<file path="config.mk">
export PLATFORM = sky130hd
export DESIGN_NAME = bus_ctrl_flat
export DESIGN_NICKNAME = d
export VERILOG_FILES = /design/src/rtl/bus_ctrl_if.sv /design/src/rtl/bus_ctrl.sv /design/src/flat_wrapper.sv
export SDC_FILE = /design/constraint.sdc
export NUM_CORES = 1
export LEC_CHECK = 0
export ABC_AREA = 1
export ABC_CLOCK_PERIOD_IN_PS = 5150
export BUFFER_PORTS_ARGS = -buffer_cell sky130_fd_sc_hd__buf_2
export CAP_MARGIN = 25
export CORE_MARGIN = 2
export CORE_UTILIZATION = 52
export DETAILED_ROUTE_END_ITERATION = 16
export PLACE_DENSITY = 0.95
export SLEW_MARGIN = 20
export SYNTH_ARGS = -nofsm -noshare
export SYNTH_HDL_FRONTEND = slang
export SYNTH_SLANG_ARGS = --single-unit
</file>
<file path="constraint.sdc">
create_clock -name clk -period 5.15 [get_ports clk]
set_clock_uncertainty 0.15 [all_clocks]
set_input_delay 0.2575 -clock clk [delete_from_list [all_inputs] [get_ports clk]]
set_output_delay 0.2575 -clock clk [all_outputs]
set_load 0.02 [all_outputs]
</file>
<file path="src/rtl/bus_ctrl_if.sv">
// bus_ctrl_if: CPU-side request/response bus and the synchronous SRAM port of bus_ctrl.
// The slave modport is the controller's view. The master modport is the CPU plus SRAM side.
interface bus_ctrl_if;
    logic        rd_en;
    logic        wr_en;
    logic [15:0] o_addr;
    logic [31:0] wr_data;
    logic [31:0] rd_data;
    logic        rd_valid;
    logic [12:0] ram_addr;
    logic        ram_we;
    logic [31:0] ram_wdata;
    logic [31:0] ram_rdata;

    modport slave (
        input  rd_en, wr_en, o_addr, wr_data, ram_rdata,
        output rd_data, rd_valid, ram_addr, ram_we, ram_wdata
    );

    modport master (
        output rd_en, wr_en, o_addr, wr_data, ram_rdata,
        input  rd_data, rd_valid, ram_addr, ram_we, ram_wdata
    );
endinterface

</file>
<file path="src/rtl/bus_ctrl.sv">
// bus_ctrl: decodes CPU accesses into a 32 KiB synchronous SRAM window and a few MMIO registers.
// The MMIO registers are a UART transmitter (8N1) with a small TX FIFO, its status register,
// and an optional free-running timer.
// Define BUS_TIMER_EN to build the 32-bit timer at 0xFF08. Without it, that address is unmapped.
// Reads always complete one cycle after the request. MMIO values are captured in the request cycle,
// so they line up with the SRAM's registered output.
module bus_ctrl #(
    parameter int CLK_DIV    = 104,
    parameter int FIFO_DEPTH = 4
) (
    input  logic         clk,
    input  logic         rst_n,
    bus_ctrl_if.slave    bus,
    output logic         uart_tx
);

    localparam int AW = $clog2(FIFO_DEPTH);
    localparam int CW = $clog2(CLK_DIV);

    localparam logic [13:0] UART_DATA_WORD = 14'h3FC0;
    localparam logic [13:0] UART_STAT_WORD = 14'h3FC1;

    typedef enum logic [1:0] {
        ST_IDLE,
        ST_START,
        ST_DATA,
        ST_STOP
    } tx_state_e;

    logic          is_ram;
    logic          is_uart_data;
    logic          is_uart_stat;
    logic          rd_fire;
    logic          addr_lsb_unused;

    logic [7:0]    fifo_mem_q [FIFO_DEPTH];
    logic [AW:0]   wr_ptr_q, wr_ptr_d;
    logic [AW:0]   rd_ptr_q, rd_ptr_d;
    logic          overflow_q, overflow_d;
    logic          fifo_empty, fifo_full;
    logic          push_req, push_ok, pop;
    logic [7:0]    fifo_head;

    logic          rd_valid_q, rd_valid_d;
    logic          rd_from_ram_q, rd_from_ram_d;
    logic [31:0]   mmio_q, mmio_d;

    tx_state_e     state_q;
    logic [CW-1:0] baud_cnt_q;
    logic [2:0]    bit_idx_q;
    logic [7:0]    shift_q;
    logic          uart_tx_q;
    logic          baud_end;
    logic          tx_busy;

    assign is_ram          = ~bus.o_addr[15];
    assign is_uart_data    = (bus.o_addr[15:2] == UART_DATA_WORD);
    assign is_uart_stat    = (bus.o_addr[15:2] == UART_STAT_WORD);
    assign addr_lsb_unused = ^bus.o_addr[1:0];

    assign bus.ram_addr  = bus.o_addr[14:2];
    assign bus.ram_wdata = bus.wr_data;
    assign bus.ram_we    = bus.wr_en & is_ram;

`ifdef BUS_TIMER_EN
    localparam logic [13:0] TIMER_WORD = 14'h3FC2;

    logic        is_timer;
    logic [31:0] timer_q, timer_d;

    assign is_timer = (bus.o_addr[15:2] == TIMER_WORD);

    // Free-running counter; wraps naturally at 32 bits and ignores bus writes.
    always_comb begin
        timer_d = timer_q + 32'd1;
    end

    // Timer register, cleared by reset.
    always_ff @(posedge clk or negedge rst_n) begin
        if (!rst_n) timer_q <= '0;
        else        timer_q <= timer_d;
    end
`endif

    assign fifo_empty = (wr_ptr_q == rd_ptr_q);
    assign fifo_full  = (wr_ptr_q[AW] != rd_ptr_q[AW]) &&
                        (wr_ptr_q[AW-1:0] == rd_ptr_q[AW-1:0]);
    assign fifo_head  = fifo_mem_q[rd_ptr_q[AW-1:0]];
    assign tx_busy    = (state_q != ST_IDLE);
    assign baud_end   = (baud_cnt_q == CW'(CLK_DIV - 1));

    // The shifter takes a byte when idle, or right at the end of a stop bit so frames run back to back.
    assign pop = !fifo_empty &&
                 ((state_q == ST_IDLE) || ((state_q == ST_STOP) && baud_end));

    // FIFO pointer and overflow bookkeeping. A pop in the same cycle makes room for a push into a full FIFO.
    always_comb begin
        push_req   = bus.wr_en & is_uart_data;
        push_ok    = push_req & (~fifo_full | pop);
        wr_ptr_d   = wr_ptr_q + {{AW{1'b0}}, push_ok};
        rd_ptr_d   = rd_ptr_q + {{AW{1'b0}}, pop};
        overflow_d = overflow_q;
        if (bus.wr_en & is_uart_stat) begin
            overflow_d = 1'b0;
        end else if (push_req & ~push_ok) begin
            overflow_d = 1'b1;
        end
    end

    // FIFO and overflow state registers.
    always_ff @(posedge clk or negedge rst_n) begin
        if (!rst_n) begin
            wr_ptr_q   <= '0;
            rd_ptr_q   <= '0;
            overflow_q <= 1'b0;
        end else begin
            wr_ptr_q   <= wr_ptr_d;
            rd_ptr_q   <= rd_ptr_d;
            overflow_q <= overflow_d;
        end
    end

    // FIFO storage. No reset is needed because the pointers define which entries are valid.
    always_ff @(posedge clk) begin
        if (push_ok) fifo_mem_q[wr_ptr_q[AW-1:0]] <= bus.wr_data[7:0];
    end

    // Read request capture. A write in the same cycle wins, so no response is produced.
    always_comb begin
        rd_fire       = bus.rd_en & ~bus.wr_en;
        rd_valid_d    = rd_fire;
        rd_from_ram_d = rd_fire & is_ram;
        mmio_d        = '0;
        if (rd_fire && is_uart_stat) begin
            mmio_d = {28'b0, overflow_q, fifo_full, fifo_empty, tx_busy};
        end
`ifdef BUS_TIMER_EN
        if (rd_fire && is_timer) begin
            mmio_d = timer_q;
        end
`endif
    end

    // Read response registers. Reset discards any read still in flight.
    always_ff @(posedge clk or negedge rst_n) begin
        if (!rst_n) begin
            rd_valid_q    <= 1'b0;
            rd_from_ram_q <= 1'b0;
            mmio_q        <= '0;
        end else begin
            rd_valid_q    <= rd_valid_d;
            rd_from_ram_q <= rd_from_ram_d;
            mmio_q        <= mmio_d;
        end
    end

    assign bus.rd_valid = rd_valid_q;
    assign bus.rd_data  = rd_valid_q ? (rd_from_ram_q ? bus.ram_rdata : mmio_q) : 32'h0;

    // UART transmit FSM: start bit, 8 data bits LSB first, stop bit, each CLK_DIV cycles wide.
    always_ff @(posedge clk or negedge rst_n) begin
        if (!rst_n) begin
            state_q    <= ST_IDLE;
            baud_cnt_q <= '0;
            bit_idx_q  <= '0;
            shift_q    <= '0;
            uart_tx_q  <= 1'b1;
        end else begin
            case (state_q)
                ST_IDLE: begin
                    if (pop) begin
                        state_q    <= ST_START;
                        baud_cnt_q <= '0;
                        shift_q    <= fifo_head;
                        uart_tx_q  <= 1'b0;
                    end
                end
                ST_START: begin
                    if (baud_end) begin
                        state_q    <= ST_DATA;
                        baud_cnt_q <= '0;
                        bit_idx_q  <= '0;
                        uart_tx_q  <= shift_q[0];
                    end else begin
                        baud_cnt_q <= baud_cnt_q + CW'(1);
                    end
                end
                ST_DATA: begin
                    if (baud_end) begin
                        baud_cnt_q <= '0;
                        if (bit_idx_q == 3'd7) begin
                            state_q   <= ST_STOP;
                            uart_tx_q <= 1'b1;
                        end else begin
                            bit_idx_q <= bit_idx_q + 3'd1;
                            shift_q   <= shift_q >> 1;
                            uart_tx_q <= shift_q[1];
                        end
                    end else begin
                        baud_cnt_q <= baud_cnt_q + CW'(1);
                    end
                end
                ST_STOP: begin
                    if (baud_end) begin
                        baud_cnt_q <= '0;
                        if (pop) begin
                            state_q   <= ST_START;
                            shift_q   <= fifo_head;
                            uart_tx_q <= 1'b0;
                        end else begin
                            state_q   <= ST_IDLE;
                        end
                    end else begin
                        baud_cnt_q <= baud_cnt_q + CW'(1);
                    end
                end
                default: begin
                    state_q   <= ST_IDLE;
                    uart_tx_q <= 1'b1;
                end
            endcase
        end
    end

    assign uart_tx = uart_tx_q;

endmodule
</file>
<file path="src/flat_wrapper.sv">
// flat-port wrapper written by rule: the top's interface ports become plain ports
module bus_ctrl_flat 
#(
    parameter int CLK_DIV    = 104,
    parameter int FIFO_DEPTH = 4
)
  (clk, rst_n, uart_tx, bus_rd_en, bus_wr_en, bus_o_addr, bus_wr_data, bus_ram_rdata, bus_rd_data, bus_rd_valid, bus_ram_addr, bus_ram_we, bus_ram_wdata);
  bus_ctrl_if bus_i ();
  input  logic clk;
  input  logic rst_n;
  output logic uart_tx;
  input wire logic [$bits(bus_i.rd_en)-1:0] bus_rd_en;
  input wire logic [$bits(bus_i.wr_en)-1:0] bus_wr_en;
  input wire logic [$bits(bus_i.o_addr)-1:0] bus_o_addr;
  input wire logic [$bits(bus_i.wr_data)-1:0] bus_wr_data;
  input wire logic [$bits(bus_i.ram_rdata)-1:0] bus_ram_rdata;
  output wire logic [$bits(bus_i.rd_data)-1:0] bus_rd_data;
  output wire logic [$bits(bus_i.rd_valid)-1:0] bus_rd_valid;
  output wire logic [$bits(bus_i.ram_addr)-1:0] bus_ram_addr;
  output wire logic [$bits(bus_i.ram_we)-1:0] bus_ram_we;
  output wire logic [$bits(bus_i.ram_wdata)-1:0] bus_ram_wdata;
  assign bus_i.rd_en = bus_rd_en;
  assign bus_i.wr_en = bus_wr_en;
  assign bus_i.o_addr = bus_o_addr;
  assign bus_i.wr_data = bus_wr_data;
  assign bus_i.ram_rdata = bus_ram_rdata;
  assign bus_rd_data = bus_i.rd_data;
  assign bus_rd_valid = bus_i.rd_valid;
  assign bus_ram_addr = bus_i.ram_addr;
  assign bus_ram_we = bus_i.ram_we;
  assign bus_ram_wdata = bus_i.ram_wdata;
  bus_ctrl #(.CLK_DIV(CLK_DIV), .FIFO_DEPTH(FIFO_DEPTH)) u_core (.clk(clk), .rst_n(rst_n), .bus(bus_i), .uart_tx(uart_tx));
endmodule
</file>
* Yosys cells after proc, flatten, opt, wreduce, memory -nomap -nowiden
Memory sizes are Yosys's and may differ from the RTL's.
Cells that the tools add are included.
** Word-level totals
- Bits of input ports :: 84
- Bits in writable memories :: 32
- Bits in registers :: 34
- Memories kept :: 1
** Cells by class
- Bitwise gates (word level) :: 12
- Add/sub/neg operators :: 4
- Multiplexer cells :: 32
- Equality and inequality tests :: 16
- Reduce and logical (&&, ||, !) cells :: 16
** Memories
- u_core.fifo_mem_q :: words 4, width 8, rd ports 1, clocked after memory_dff 0, write ports 1, line bus_ctrl.sv:36 : logic [7:0] fifo_mem_q [FIFO_DEPTH];
** Operator list (number)
- two-way mux 32 bit :: 2
- two-way mux 8 bit :: 4
- equality test 14 bit, second input constant :: 2
- one-hot mux 8 bit (3 select lines) :: 1
- two-way mux 7 bit :: 2
- one-hot mux 7 bit (2 select lines) :: 1
- two-way mux 1 bit :: 10
- two-way mux 2 bit :: 5
- inequality test 2 x 1 -> 1 bit, second input constant :: 5
- two-way mux 3 bit :: 3
- one-hot mux 2 bit (4 select lines) :: 1
- AND reduction 4 bit :: 2
- adder 7 x 1 -> 7 bit, second input constant :: 1
- bitwise AND 1 bit :: 7
- equality test 7 bit, second input constant :: 1
- adder 3 x 1 -> 3 bit :: 2
- one-hot mux 3 bit (2 select lines) :: 1
- nonzero test 2 bit :: 3
- AND reduction 5 bit :: 1
- equality test 2 bit, second input constant :: 2
- logical AND 1 bit :: 4
- two-way mux 4 bit :: 1
- inverter 1 bit :: 4
- one-hot mux 1 bit (4 select lines) :: 1
- other kinds (14) :: 14

* Logic depth before layout (Yosys ltp)
- Depth after elaboration :: 10
- Mapped depth :: 11
- Gate-level depth less buffers :: 11

* Worst setup path after synthesis
OpenSTA, ideal clock, no wires.
- Path kind :: reg-to-reg
- From :: register u_core.state_q[1]
- To :: memory u_core.fifo_mem_q[2][0] (enable)
- Data required time :: 4.630 ns
- Buffers on the path :: 0
- Clock period less this slack :: 2.019 ns
- Library setup time :: 0.370 ns
- Arrival :: 1.499 ns
- Cell stages (with the launch flop) :: 7
- Slack :: 3.131 ns
- Path through :: dfrtp_1 > inv_1 > ha_1 > inv_1 > nand4_1 > nand3_1 > nor2_1
** Between the ends
- Cells in the longest elaborated chain, start to end :: 8
** Ends and longest elaborated chain
- start: declaration :: line bus_ctrl.sv:48 : tx_state_e state_q;
- start signal: assignment :: line bus_ctrl.sv:163 : state_q <= ST_IDLE;
- start signal: assignment :: line bus_ctrl.sv:172 : state_q <= ST_START;
- start signal: assignment :: line bus_ctrl.sv:180 : state_q <= ST_DATA;
- equality test 2 bit :: line bus_ctrl.sv:94 : ((state_q == ST_IDLE) || ((state_q == ST_STOP) && baud_end));
- logical AND 1 bit :: line bus_ctrl.sv:94
- logical OR 1 bit (*) :: line bus_ctrl.sv:94
- logical AND 1 bit (*) :: line bus_ctrl.sv:93 : assign pop = !fifo_empty &&
- bitwise OR 1 bit (*) :: line bus_ctrl.sv:99 : push_ok = push_req & (~fifo_full | pop);
- bitwise AND 1 bit (*) :: line bus_ctrl.sv:99
- two-way mux 1 bit (*) :: line bus_ctrl.sv:125 : if (push_ok) fifo_mem_q[wr_ptr_q[AW-1:0]] <= bus.wr_data[7:0];
- two-way mux 1 bit (implied by the code) (*) :: line bus_ctrl.sv:125
- end: declaration :: line bus_ctrl.sv:36
Mark *: on every way between the ends. The rest lies on a longest branch, timed or not.

* Worst setup path in the final report
- From :: register u_core.rd_ptr_q[0]
- To :: memory u_core.fifo_mem_q[1][3] (enable)
** Between the ends
- Cells in the longest elaborated chain, start to end :: 7
** Ends and longest elaborated chain
- start: declaration :: line bus_ctrl.sv:38 : logic [AW:0] rd_ptr_q, rd_ptr_d;
- start signal: assignment :: line bus_ctrl.sv:118 : rd_ptr_q <= rd_ptr_d;
- equality test 3 bit or equality test 2 bit (tied branches) :: line bus_ctrl.sv:85, bus_ctrl.sv:87
- logical NOT 1 bit or logical AND 1 bit (tied branches) :: line bus_ctrl.sv:93, bus_ctrl.sv:86
- logical AND 1 bit or inverter 1 bit (tied branches) :: line bus_ctrl.sv:93, bus_ctrl.sv:99
- bitwise OR 1 bit (*) :: line bus_ctrl.sv:99
- bitwise AND 1 bit (*) :: line bus_ctrl.sv:99
- two-way mux 1 bit (*) :: line bus_ctrl.sv:125
- two-way mux 1 bit (implied by the code) (*) :: line bus_ctrl.sv:125
Marked as above.

==> impl_metrics.env <==
export IMPL_synth_cell_types=33
export IMPL_vias=3137
export IMPL_start_kind="flop"
export IMPL_synth_top_cell_area_share_pct=25.4
export IMPL_track_usage_pct=24.0
export IMPL_antenna_found_initial=0
export IMPL_syn_area_sq_um=3780
export IMPL_gp_congestion=0.943
export IMPL_first_pass_iters=4
export IMPL_die_h_um=89.3
export IMPL_io_buffers=113
export IMPL_io_pins=164
export IMPL_yosys_top_cells_area="edfxtp_1 (25%), dfrtp_1 (22%), nand2_1 (9.5%), buf_4 (9.1%), nor2_1 (6.7%)"
export IMPL_place_hpwl_um=7420
export IMPL_cp_max_fo=19
export IMPL_switching_share_pct=40.6
export IMPL_num_rows=31
export IMPL_finalSetupTns_ns=0
export IMPL_clk_path_buf_depth=2
export IMPL_max_cap_violations=0
export IMPL_p_int_uw=1090
export IMPL_wl_per_cell_um=15.5
export IMPL_switchingPower_uw=747
export IMPL_overflow=0
export IMPL_worst_endpoint_arrival_ns=2.51
export IMPL_clockRootBuffer="clkbuf_8"
export IMPL_slew_violations=0
export IMPL_seq_area_frac_synth_pct=47.9
export IMPL_synthesis_nets=542
export IMPL_grt_pass1_vias=2964
export IMPL_synthCells=445
export IMPL_dpl_instance_area_sq_um=4090
export IMPL_post_cts_buffers=0
export IMPL_floorplan_core_area_sq_um=7140
export IMPL_max_freq_mhz=372
export IMPL_avgSynthCellArea_sq_um=8.50
export IMPL_cellLeakagePower_uw=0.00234
export IMPL_drive_gt1_share_pct=28.5
export IMPL_die_area_sq_um=7970
export IMPL_cts_sinks=66
export IMPL_cts_tree="done"
export IMPL_grt_max_degree=35
export IMPL_hp_class="input port to flop"
export IMPL_slew_headroom_pct=41.6
export IMPL_combinationalPowerShare_pct=37.9
export IMPL_grt_pass1_wl_um=14200
export IMPL_clkPwrFrac_pct=23.5
export IMPL_layout_min_cycle_time_ns=2.68
export IMPL_ys_warn_count=0
export IMPL_p_seq_share_pct=38.6
export IMPL_drtAntennaViolNets=0
export IMPL_cp_required_ns=4.97
export IMPL_stdcell_area_sq_um=4410
export IMPL_finalSetupViolCount=0
export IMPL_status="finished clean"
export IMPL_rsz0062_at_grt="no"
export IMPL_viasPerCell=4.96
export IMPL_cts_htree_levels=3
export IMPL_cts_resized=0
export IMPL_worst_setup_path_type="flop to flop"
export IMPL_finalHoldViolCount=0
export IMPL_drcViolationCount=0
export IMPL_start_util_pct=53.0
export IMPL_timing_final_crit_share_pct=52.1
export IMPL_die_w_um=89.3
export IMPL_drt_initial_drc_count=214
export IMPL_yosysTopAreaCell="edfxtp_1"
export IMPL_nNetsFinal=626
export IMPL_yosys_register_bits=66
export IMPL_antennaDiodeCount=0
export IMPL_max_vdd_ir_drop_mv=0.280
export IMPL_p_per_area_nw_per_um2=417
export IMPL_whs_ns=0.133
export IMPL_areaGrowthSynthToFinish_pct=16.6
export IMPL_clk_pin_slew_ns=0.08
export IMPL_clk_latency_ns=0.35
export IMPL_numCtsBuffers=9
export IMPL_wl_um=9800
export IMPL_cp_end_kind="flop"
export IMPL_worstMarginPinSlew_ns=0.873
## worst max-delay path: stages (launching register included)
cell and delay (ns):
dfrtp_1 0.77, nand2_1 0.17, nand2_2 0.15, nor2_8 0.05, nand4_1 0.19, nand3_1 0.13, nor2_1 0.68
## power by group through the flow
stage	registers (uW)	logic (uW)	clock network, uW
CTS	709	697	434
floorplan	682	602	0
global route	721	792	457
finish	711	697	433
detailed placement	720	687	0
global placement	712	648	0
## flip-flops by register name (all words and copies together), names as in the netlist
name / count
u_core.baud_cnt_q: 7
u_core.bit_idx_q: 3
u_core.bus.rd_valid: 1
u_core.fifo_mem_q: 32
u_core.mmio_q: 4
u_core.overflow_q: 1
u_core.rd_from_ram_q: 1
u_core.rd_ptr_q: 3
u_core.shift_q: 8
u_core.state_q: 2
u_core.uart_tx: 1
u_core.wr_ptr_q: 3
## layout make-up
type                    instances  area, sq um
clock buffers                   9          124
well taps                      99          124
inverters                      53          201
flip-flops and latches         66         1810
clock inverters                 7         70.1
multi-input cells             273         1390
repair buffers                126          696
fillers                       578         2720
## cells by family after synthesis
kind of cell	count (synthesis)	synth area share [%]
and+or+nand+nor	232	27.3
DFF	66	47.9
xor gates and xnor gates	6	1.39
buffers and inverters	106	15.5
adders and majority gates	13	4.30
AOI/OAI and AO/OA	22	3.64
## repair_timing
| action | in CTS | in global routing |
|---|---|---|
| hold buffers | 13 | 0 |
| setup endpoints to repair | 0 | 0 |
| hold endpoints to repair | 65 | 0 |
## path summary, 6_finish.rpt
| check | start | to | slack (ns) | cells after the start |
|---|---|---|---|---|
| max | u_core.rd_ptr_q[0] | u_core.fifo_mem_q[1][3] | 2.47 | 6 |
| min | bus_o_addr[2] | u_core.mmio_q[3] | 0.13 | 3 |
| max reg2reg | u_core.rd_ptr_q[0] | u_core.fifo_mem_q[1][3] | 2.47 | 6 |
| min reg2reg | u_core.shift_q[1] | u_core.shift_q[1] | 0.33 | 2 |
| max in group asynchronous | rst_n | u_core.wr_ptr_q[0] | 3.97 | 2 |
| min in group asynchronous | rst_n | u_core.bit_idx_q[2] | 0.38 | 2 |
## placed cells by master (no fill, tap or decap), drive strengths merged, types with 9 or more instances in the layout
cell / instances
edfxtp: 32
ha: 13
o21ai: 12
dfrtp: 33
clkbuf: 9
nand3: 47
buf: 113
nor2: 72
dlygate4sd3: 13
nand2: 108
inv: 53
## metrics by stage
step | total power, uW | utilization [%] | std cells | setup slack, ns
2_1_floorplan | 1280 | - | 445 | 3.13
3_3_place_gp | 1360 | 57.3 | 604 | 2.68
3_5_place_dp | 1410 | 57.3 | 604 | 2.51
4_1_cts | 1840 | 61.8 | 633 | 2.48
5_1_grt | 1970 | 61.8 | 633 | 2.31
6_report | 1840 | 61.8 | 633 | 2.47
## routing by layer
layer | up-vias | track usage [%] | part of all wire, %
met2 | 133 | 47.2 | 55
met1 | 1462 | 25.8 | 36
met3 | 11 | 5.45 | 7.2
li1 | 1531 | - | -
met5 | - | 0 | 0
met4 | 0 | 5.56 | 1.1
## Yosys cell counts
cell type and count:
o21ai_1 2, buf_4 46, ha_1 13, nor2_4 1, nand2_4 4, nand2_1 96, a21oi_2 1, a21oi_1 2
inv_2 1, o22ai_1 3, buf_6 1, nor3_1 1, a21oi_4 1, buf_2 4, o211ai_1 1, nor2_2 2
nand4_1 2, inv_1 51, edfxtp_1 32, nor2_1 68, nand3_2 2, nand3_1 45, dfstp_2 1, dfrtp_1 33
o21a_1 1, nor2_8 1, xor2_1 6, nand3b_1 2, inv_4 1, o2bb2ai_1 1, clkbuf_1 2, nand2_2 8
o21ai_0 10
Note: power is estimated with default switching activity, not from simulation.
